$ cat src/rtl/mem_access_sequencer.sv
// Sequences core loads/stores onto a word-wide synchronous memory, with read-modify-write for sub-word stores.
// Optional misalignment trap enabled by defining MEM_ACCESS_SEQUENCER_MISALIGN_TRAP_EN.
module mem_access_sequencer #(
  parameter int XLEN        = 32,
  parameter int ADDR_W      = 32,
  parameter int MEM_LATENCY = 1
) (
  input  logic              clock,
  input  logic              reset,
  input  logic              req_valid,
  output logic              req_ready,
  input  logic              req_store,
  input  logic [2:0]        req_funct3,
  input  logic [ADDR_W-1:0] req_addr,
  input  logic [XLEN-1:0]   req_wdata,
  output logic              resp_valid,
  output logic [XLEN-1:0]   resp_rdata,
  output logic [ADDR_W-1:0] mem_addr,
  output logic              mem_re,
  output logic              mem_we,
  output logic [XLEN-1:0]   mem_wdata,
  input  logic [XLEN-1:0]   mem_rdata,
  output logic              busy
`ifdef MEM_ACCESS_SEQUENCER_MISALIGN_TRAP_EN
  ,
  output logic              misaligned
`endif
);

  localparam int OFF_W   = $clog2(XLEN / 8);
  localparam int SZ_FULL = OFF_W;

  typedef enum logic [2:0] {IDLE, READ, WAIT, WRITE, RESP} state_t;

  // log2 of the access size in bytes; anything not legal for XLEN becomes a full-width access
  function automatic logic [1:0] accessSize(input logic [2:0] f3);
    logic [1:0] sz;
    case (f3)
      3'b000, 3'b100: sz = 2'd0;
      3'b001, 3'b101: sz = 2'd1;
      3'b010, 3'b110: sz = 2'd2;
      default:        sz = 2'(SZ_FULL);
    endcase
    return sz;
  endfunction

  function automatic logic [OFF_W-1:0] alignOff(input logic [OFF_W-1:0] off, input logic [1:0] sz);
    logic [OFF_W-1:0] m;
    m = OFF_W'((1 << sz) - 1);
    return off & ~m;
  endfunction

  state_t            state_q, state_d;
  logic [1:0]        cnt_q, cnt_d;
  logic [ADDR_W-1:0] addr_q, addr_d;
  logic [2:0]        funct3_q, funct3_d;
  logic              store_q, store_d;
  logic [XLEN-1:0]   word_q, word_d;
  logic [XLEN-1:0]   rdata_q, rdata_d;
  logic              mis_q, mis_d;

  logic [1:0]        size;
  logic [OFF_W-1:0]  off;
  logic [6:0]        accW, laneSh, padSh;
  logic [XLEN-1:0]   shifted, topAl, zext, sext, loadExt, laneMask, merged;
  logic signed [XLEN-1:0] topS;
  logic [1:0]        reqSize;
  logic              reqFull;

  // Lane extraction and merge work on the captured request, against the word coming back from memory
  always_comb begin
    size     = accessSize(funct3_q);
    off      = alignOff(addr_q[OFF_W-1:0], size);
    accW     = 7'(8 << size);
    laneSh   = 7'({off, 3'b000});
    padSh    = 7'(XLEN) - accW;
    shifted  = mem_rdata >> laneSh;
    topAl    = shifted << padSh;
    topS     = topAl;
    zext     = topAl >> padSh;
    sext     = topS >>> padSh;
    loadExt  = funct3_q[2] ? zext : sext;
    laneMask = ({XLEN{1'b1}} >> padSh) << laneSh;
    merged   = (mem_rdata & ~laneMask) | ((word_q << laneSh) & laneMask);
    reqSize  = accessSize(req_funct3);
    reqFull  = (reqSize == 2'(SZ_FULL));
  end

  always_comb begin
    state_d  = state_q;
    cnt_d    = cnt_q;
    addr_d   = addr_q;
    funct3_d = funct3_q;
    store_d  = store_q;
    word_d   = word_q;
    rdata_d  = rdata_q;
    mis_d    = mis_q;
    case (state_q)
      IDLE: begin
        if (req_valid) begin
          addr_d   = req_addr;
          funct3_d = req_funct3;
          store_d  = req_store;
          word_d   = req_wdata;
          rdata_d  = '0;
          mis_d    = 1'b0;
          if (req_store && reqFull) state_d = WRITE;
          else                      state_d = READ;
`ifdef MEM_ACCESS_SEQUENCER_MISALIGN_TRAP_EN
          if (req_addr[OFF_W-1:0] != alignOff(req_addr[OFF_W-1:0], reqSize)) begin
            state_d = RESP;
            mis_d   = 1'b1;
          end
`endif
        end
      end
      READ: begin
        state_d = WAIT;
        cnt_d   = 2'(MEM_LATENCY - 1);
      end
      // Last WAIT cycle is the one where mem_rdata is valid
      WAIT: begin
        if (cnt_q == 2'd0) begin
          if (store_q) begin
            word_d  = merged;
            state_d = WRITE;
          end else begin
            rdata_d = loadExt;
            state_d = RESP;
          end
        end else begin
          cnt_d = cnt_q - 2'd1;
        end
      end
      WRITE:   state_d = RESP;
      RESP:    state_d = IDLE;
      default: state_d = IDLE;
    endcase
  end

  always_ff @(posedge clock or posedge reset) begin
    if (reset) begin
      state_q  <= IDLE;
      cnt_q    <= '0;
      addr_q   <= '0;
      funct3_q <= '0;
      store_q  <= 1'b0;
      word_q   <= '0;
      rdata_q  <= '0;
      mis_q    <= 1'b0;
    end else begin
      state_q  <= state_d;
      cnt_q    <= cnt_d;
      addr_q   <= addr_d;
      funct3_q <= funct3_d;
      store_q  <= store_d;
      word_q   <= word_d;
      rdata_q  <= rdata_d;
      mis_q    <= mis_d;
    end
  end

  // Strobes decode straight from state so reset removes them without waiting for a clock
  assign req_ready  = (state_q == IDLE);
  assign busy       = (state_q != IDLE);
  assign mem_re     = (state_q == READ);
  assign mem_we     = (state_q == WRITE);
  assign resp_valid = (state_q == RESP);
  assign resp_rdata = resp_valid ? rdata_q : '0;
  assign mem_addr   = {addr_q[ADDR_W-1:OFF_W], {OFF_W{1'b0}}};
  assign mem_wdata  = word_q;
`ifdef MEM_ACCESS_SEQUENCER_MISALIGN_TRAP_EN
  assign misaligned = mis_q && resp_valid;
`endif

endmodule

$ cat config.mk
export PLATFORM = sky130hd
export DESIGN_NAME = mem_access_sequencer
export DESIGN_NICKNAME = d
export VERILOG_FILES = /design/src/rtl/mem_access_sequencer.sv
export SDC_FILE = /design/constraint.sdc
export NUM_CORES = 1
export LEC_CHECK = 0
export CAP_MARGIN = 30
export CORE_ASPECT_RATIO = 0.9
export CORE_MARGIN = 10
export CORE_UTILIZATION = 45
export DETAILED_ROUTE_END_ITERATION = 8
export PLACE_DENSITY = 0.79
export SLEW_MARGIN = 20
export SYNTH_ARGS = -nofsm -noshare
export SYNTH_HDL_FRONTEND = slang
export SYNTH_SLANG_ARGS = --single-unit
$ cat constraint.sdc
create_clock -name clock -period 5.2 [get_ports clock]
set_clock_uncertainty 0.15 [all_clocks]
set_input_delay 1.56 -clock clock [delete_from_list [all_inputs] [get_ports clock]]
set_output_delay 1.56 -clock clock [all_outputs]
set_load 0.02 [all_outputs]
Yosys cells after proc, flatten, opt, wreduce, memory -nomap -nowiden
Index checks and enable logic that the tools add are counted.

storage, ports and cells
  memory bits (writable) = 0
  register bits after elaboration = 105
  output and inout bits = 101
  bits in read-only memories = 0
  word-level logic and storage cells = 77
  input bits = 103
  memories = 0
  latch bits = 0

operators by class
  shifts and indexed selects = 9
  multiply operators = 0
  divide/modulo/power cells = 0
  equal/unequal tests = 16
  $lt $le $gt $ge = 0
  bitwise gates (word level) = 6
  $add $sub $neg = 3
  multiplexer cells = 19
  reduce and logical (&&, ||, !) cells = 17

operator list
  kind                   number
  $mux 32                8
  $pmux 32 s2            2
  $and 32x32->32         2
  $shl 32x5->32          2
  $not 32->32            1
  $or 32x32->32          1
  $shl 32x7->32          1
  $shr 32x5->32          1
  $shr 32x7->32          1
  $shr 32x7->32 const A  1
  $sshr 32x7->32         1
  $eq 3x3->1 const B     5
  $pmux 2 s2             3
  $pmux 3 s4             1
  $ne 2x2->1 const B     5
  $eq 3x1->1 const B     3
  $logic_not 3->1        3
  $mux 3                 3
  $reduce_and 4->1       2
  $reduce_or 2->1        4
  $shl 4x2->7 const A    1
  $sub 6x7->7 const A    1
  $eq 3x2->1 const B     2
  $reduce_and 2->1       3
  other kinds (11)       13

Longest topological paths before layout
  depth after elaboration = 14
  depth in mapped cells = 9
  mapped depth without buffers = 7

Worst setup path after synthesis
OpenSTA, ideal clock, no wires.

  path kind = register to output
  start point = reg state_q[1]
  end point = out resp_rdata[10]
  arrival = 1.566 ns
  slack = 1.924 ns
  stages on the path, launching flop included = 5
  path buffers = 2
  data required time = 3.490 ns
  path through = dfrtp_1 buf_2 nor3b_1 clkbuf_1 and2_1

on the way
  word-level cells in the longest chain between the ends = 2

RTL lines
  item                      RTL line  RTL
  start: declaration        53        state_t state_q, state_d;
  start signal: assignment  152       state_q <= state_d;
  $eq 3x3->1                168       assign resp_valid = (state_q == RESP);
  net resp_valid            16        output logic resp_valid,
  $mux 32                   169       assign resp_rdata = resp_valid ? rdata_q : '0;
  end: declaration          17        output logic [XLEN-1:0] resp_rdata,

The timed path passes the listed nets, and every way through them passes these cells.

Final worst setup path
  start point = reg state_q[2]
  end point = out resp_rdata[18]

on the way
  word-level cells in the longest chain between the ends = 2

RTL lines
  item        RTL line
  $eq 3x3->1  168
  $mux 32     169

No other way between the ends.

==> metrics.yaml <==
outcome:
  status: "finished clean"
sta:
  fin_hold_ws_ns: 0.326
  timing.final.crit_period_ns: 3.95
  worst-slew-pin-transition_ns: 0.817
  max_freq_mhz: 253
  max-slew-margin-rel_pct: 45.5
  final_cycle_share_pct: 76.0
  grt_setup_unrepaired: "false"
  finalHoldViolCount: 0
  maxSlewViolCount: 0
  endpoints_failing_setup: 0
  finalSetupTns_ns: 0
die:
  design.die.area_mm2: 0.0175
  placeableCoreArea_mm2: 0.0122
  placementRows: 38
  die_y_um: 127
  initial_core_util_pct: 46.4
  chipWidth_um: 138
  ports_placed_on_the_boundary: 204
drt:
  vias: 5044
  wl_um: 19200
  drtPass1Iterations: 5
  drt-initial-drc-count: 418
  post-route-drc-count: 0
  drt-vias-per-instance: 5.80
  post_drt_wl_per_cell_um: 22.1
  final_antenna_violating_net_count: 0
power:
  power.internal_mw: 2.74
  leakage_nw: 3.21
  p_per_cell_area_mw_per_mm2: 613
  p_switching_mw: 2.07
  tot_pwr_mw: 4.81
  combinational_power_share_pct: 53.8
  sw_frac_of_total_pct: 43.0
  sequentialPowerShare_pct: 32.5
  vdd_drop_max_mv: 0.367
  clockPowerShare_pct: 13.7
job:
  timing.max_cap.violations: 0
synthesis:
  postSynthCellCount: 552
  async_set_or_reset_register_ratio_after_synthesis_pct: 100
  synth_seq_area_share_pct: 46.3
  yosysWarnings: 0
  ys.flop_type: "sky130_fd_sc_hd__dfrtp_1"
  synth_enable_flop_cells: 0
  synth_top_area_cell: "sky130_fd_sc_hd__dfrtp_1"
  register_bit_count_reported_by_yosys: 105
  netlist_top_cells_count: "sky130_fd_sc_hd__dfrtp_1 (105), sky130_fd_sc_hd__nand2_1 (63), sky130_fd_sc_hd__mux2_2 (43), sky130_fd_sc_hd__o21ai_0 (43), sky130_fd_sc_hd__nor2_1 (36)"
  synth_area_per_inst_um2: 10.3
  post-synth-top-count-cell: "sky130_fd_sc_hd__dfrtp_1"
  synth.cell_area_mm2: 0.00568
  yosysTopAreaCellShare_pct: 46.3
  synth.lib_cells_used.distinct: 54
  synth_area_leaders: "sky130_fd_sc_hd__dfrtp_1 (46%), sky130_fd_sc_hd__mux2_2 (8.5%), sky130_fd_sc_hd__buf_4 (4.6%), sky130_fd_sc_hd__nand2_1 (4.2%), sky130_fd_sc_hd__o21ai_0 (3.8%)"
cts:
  htreeDepth: 3
  worstSkewPairLatency_ns: 0.36
  cts-resized-gates: 0
  tritoncts_clock_tree: "yes"
  post-cts-setup-buffers: 0
  clk_pin_slew_ns: 0.08
  clkSinkCount: 105
  holdBufCountCts: 0
  cts_made_buffers: 9
  cts_buffer_depth: 2
  root_buffer_selected_by_cts: "sky130_fd_sc_hd__clkbuf_16"
global_route:
  global_route_wire_length_before_repair_um: 30000
  antenna_found_initial: 0
  first_global_vias: 5093
  total_grt_overflow: 0
  grt_max_degree: 56
  global_route_usage_over_all_layers_pct: 21.3
place:
  place.gp.congestion: 0.927
  dpl.hpwl_um: 15000
  buffer_ports.inserted: 201
finish:
  antenna-diode-count: 0
  final-seq-area_mm2: 0.00263
  multi_input_area_mm2: 0.00261
  nFillCells: 972
  finalNetCount: 809
  drive_gt1_share_pct: 12.4
  synthToLayoutAreaGrowth_pct: 38.3
worst_hold_path:
  hp-class: "reg -> reg"
critical_path:
  timing_worst_setup_path_type: "reg -> out"
  path_delay_family: "buffers and inverters"
  crit_chain: "nor3b_2, buf_4, and2_1, clkdlybuf4s50_1"
  critical-path-max-stage-delay_ns: 0.62
  critical_path_required_ns: 3.49
  worstPathBufferInverterCount: 2
  worst_path_max_delay_cell: "sky130_fd_sc_hd__clkdlybuf4s50_1"
  end_kind: "output port"
  critical_path.startpoint_type: "flip-flop"
  critical_path_arrival_ns: 2.24
  critical_path_peak_fanout: 33
==> worst register-to-register path, stage by stage, from the launching register on <==
cell and delay (ns):
sky130_fd_sc_hd__dfrtp_1 0.68, sky130_fd_sc_hd__or2_2 0.48, sky130_fd_sc_hd__a21oi_2 0.58, sky130_fd_sc_hd__o21ai_1 0.40, sky130_fd_sc_hd__nand2_1 0.15, sky130_fd_sc_hd__o21ai_0 0.09
==> metal layers <==
| layer | vias up | GRT usage, % | wire (um) |
|---|---|---|---|
| met5 | - | 0 | 0 |
| met4 | 0 | 4.65 | 240 |
| met3 | 21 | 6.86 | 1840 |
| met2 | 256 | 34.1 | 9180 |
| met1 | 2489 | 27.7 | 7980 |
| li1 | 2278 | - | - |
==> per-stage QoR <==
stage          util [%]  worst slack, ns  instance area (um2)  instances
2_1_floorplan         -            0.729                 5680        553
3_3_place_gp       61.7             1.49                 7540        852
3_5_place_dp       61.8             1.47                 7550        853
4_1_cts            64.1             1.23                 7830        869
5_1_grt            64.2             1.11                 7850        870
6_report           64.2             1.25                 7850        870
==> final timing paths <==
check | start | end | slack, ns | cells past startpoint
worst max-delay path | state_q[2]$_DFFE_PP0P_ | resp_rdata[18] | 1.25 | 4
worst min-delay path | rdata_q[14]$_DFFE_PP0P_ | rdata_q[14]$_DFFE_PP0P_ | 0.33 | 2
worst max register to register | funct3_q[0]$_DFFE_PP0P_ | mem_wdata[9]$_DFFE_PP0P_ | 2.55 | 5
worst min register to register | rdata_q[14]$_DFFE_PP0P_ | rdata_q[14]$_DFFE_PP0P_ | 0.33 | 2
max in group asynchronous | reset | addr_q[4]$_DFFE_PP0P_ | 2.55 | 3
min in group asynchronous | reset | rdata_q[14]$_DFFE_PP0P_ | 1.52 | 2
==> area by class of cell <==
| class | instances | area share, % |
|---|---|---|
| tap | 160 | 2.55 |
| clock inverter | 7 | 0.781 |
| sequential | 105 | 33.5 |
| multi-input combinational | 370 | 33.2 |
| timing repair buffer | 211 | 26.7 |
| inverter | 8 | 0.415 |
| clock buffer | 9 | 2.87 |
==> logic make-up after synthesis <==
kind of cell	count (synthesis)	share of synthesized area (%)
AO/OA/AOI/OAI	148	18.9
buffers and inverters	78	8.02
AND/OR/NAND/NOR	165	14.6
other	1	0.0661
multiplexers	54	11.9
adder cells (fa/ha/maj)	1	0.220
flip-flops	105	46.3
==> placed cells by master (no fill, tap or decap), types with 5 or more instances in the layout <==
cell	netlist	final
sky130_fd_sc_hd__a211oi_1	10	10
sky130_fd_sc_hd__o21ai_0	43	43
sky130_fd_sc_hd__a31oi_1	13	13
sky130_fd_sc_hd__dfrtp_1	105	105
sky130_fd_sc_hd__nand2_1	63	63
sky130_fd_sc_hd__a221oi_1	19	19
sky130_fd_sc_hd__a221o_1	17	17
sky130_fd_sc_hd__clkbuf_16	0	9
sky130_fd_sc_hd__buf_4	35	9
sky130_fd_sc_hd__clkdlybuf4s50_1	0	201
sky130_fd_sc_hd__nor3b_1	10	9
sky130_fd_sc_hd__and2_1	33	33
sky130_fd_sc_hd__nor2_1	36	36
sky130_fd_sc_hd__inv_1	8	7
sky130_fd_sc_hd__a22o_1	18	18
sky130_fd_sc_hd__mux4_2	5	5
sky130_fd_sc_hd__mux2i_1	5	5
sky130_fd_sc_hd__mux2_2	43	43
==> power groups by stage <==
| stage | Combinational [mW] | Sequential (mW) | Clock [mW] |
|---|---|---|---|
| floorplan | 1.71 | 1.55 | 0 |
| global placement | 2.52 | 1.55 | 0 |
| detailed placement | 2.57 | 1.57 | 0 |
| CTS | 2.58 | 1.56 | 0.674 |
| global route | 2.79 | 1.62 | 0.707 |
| finish | 2.59 | 1.56 | 0.658 |
(Power assumes the default switching activity.)
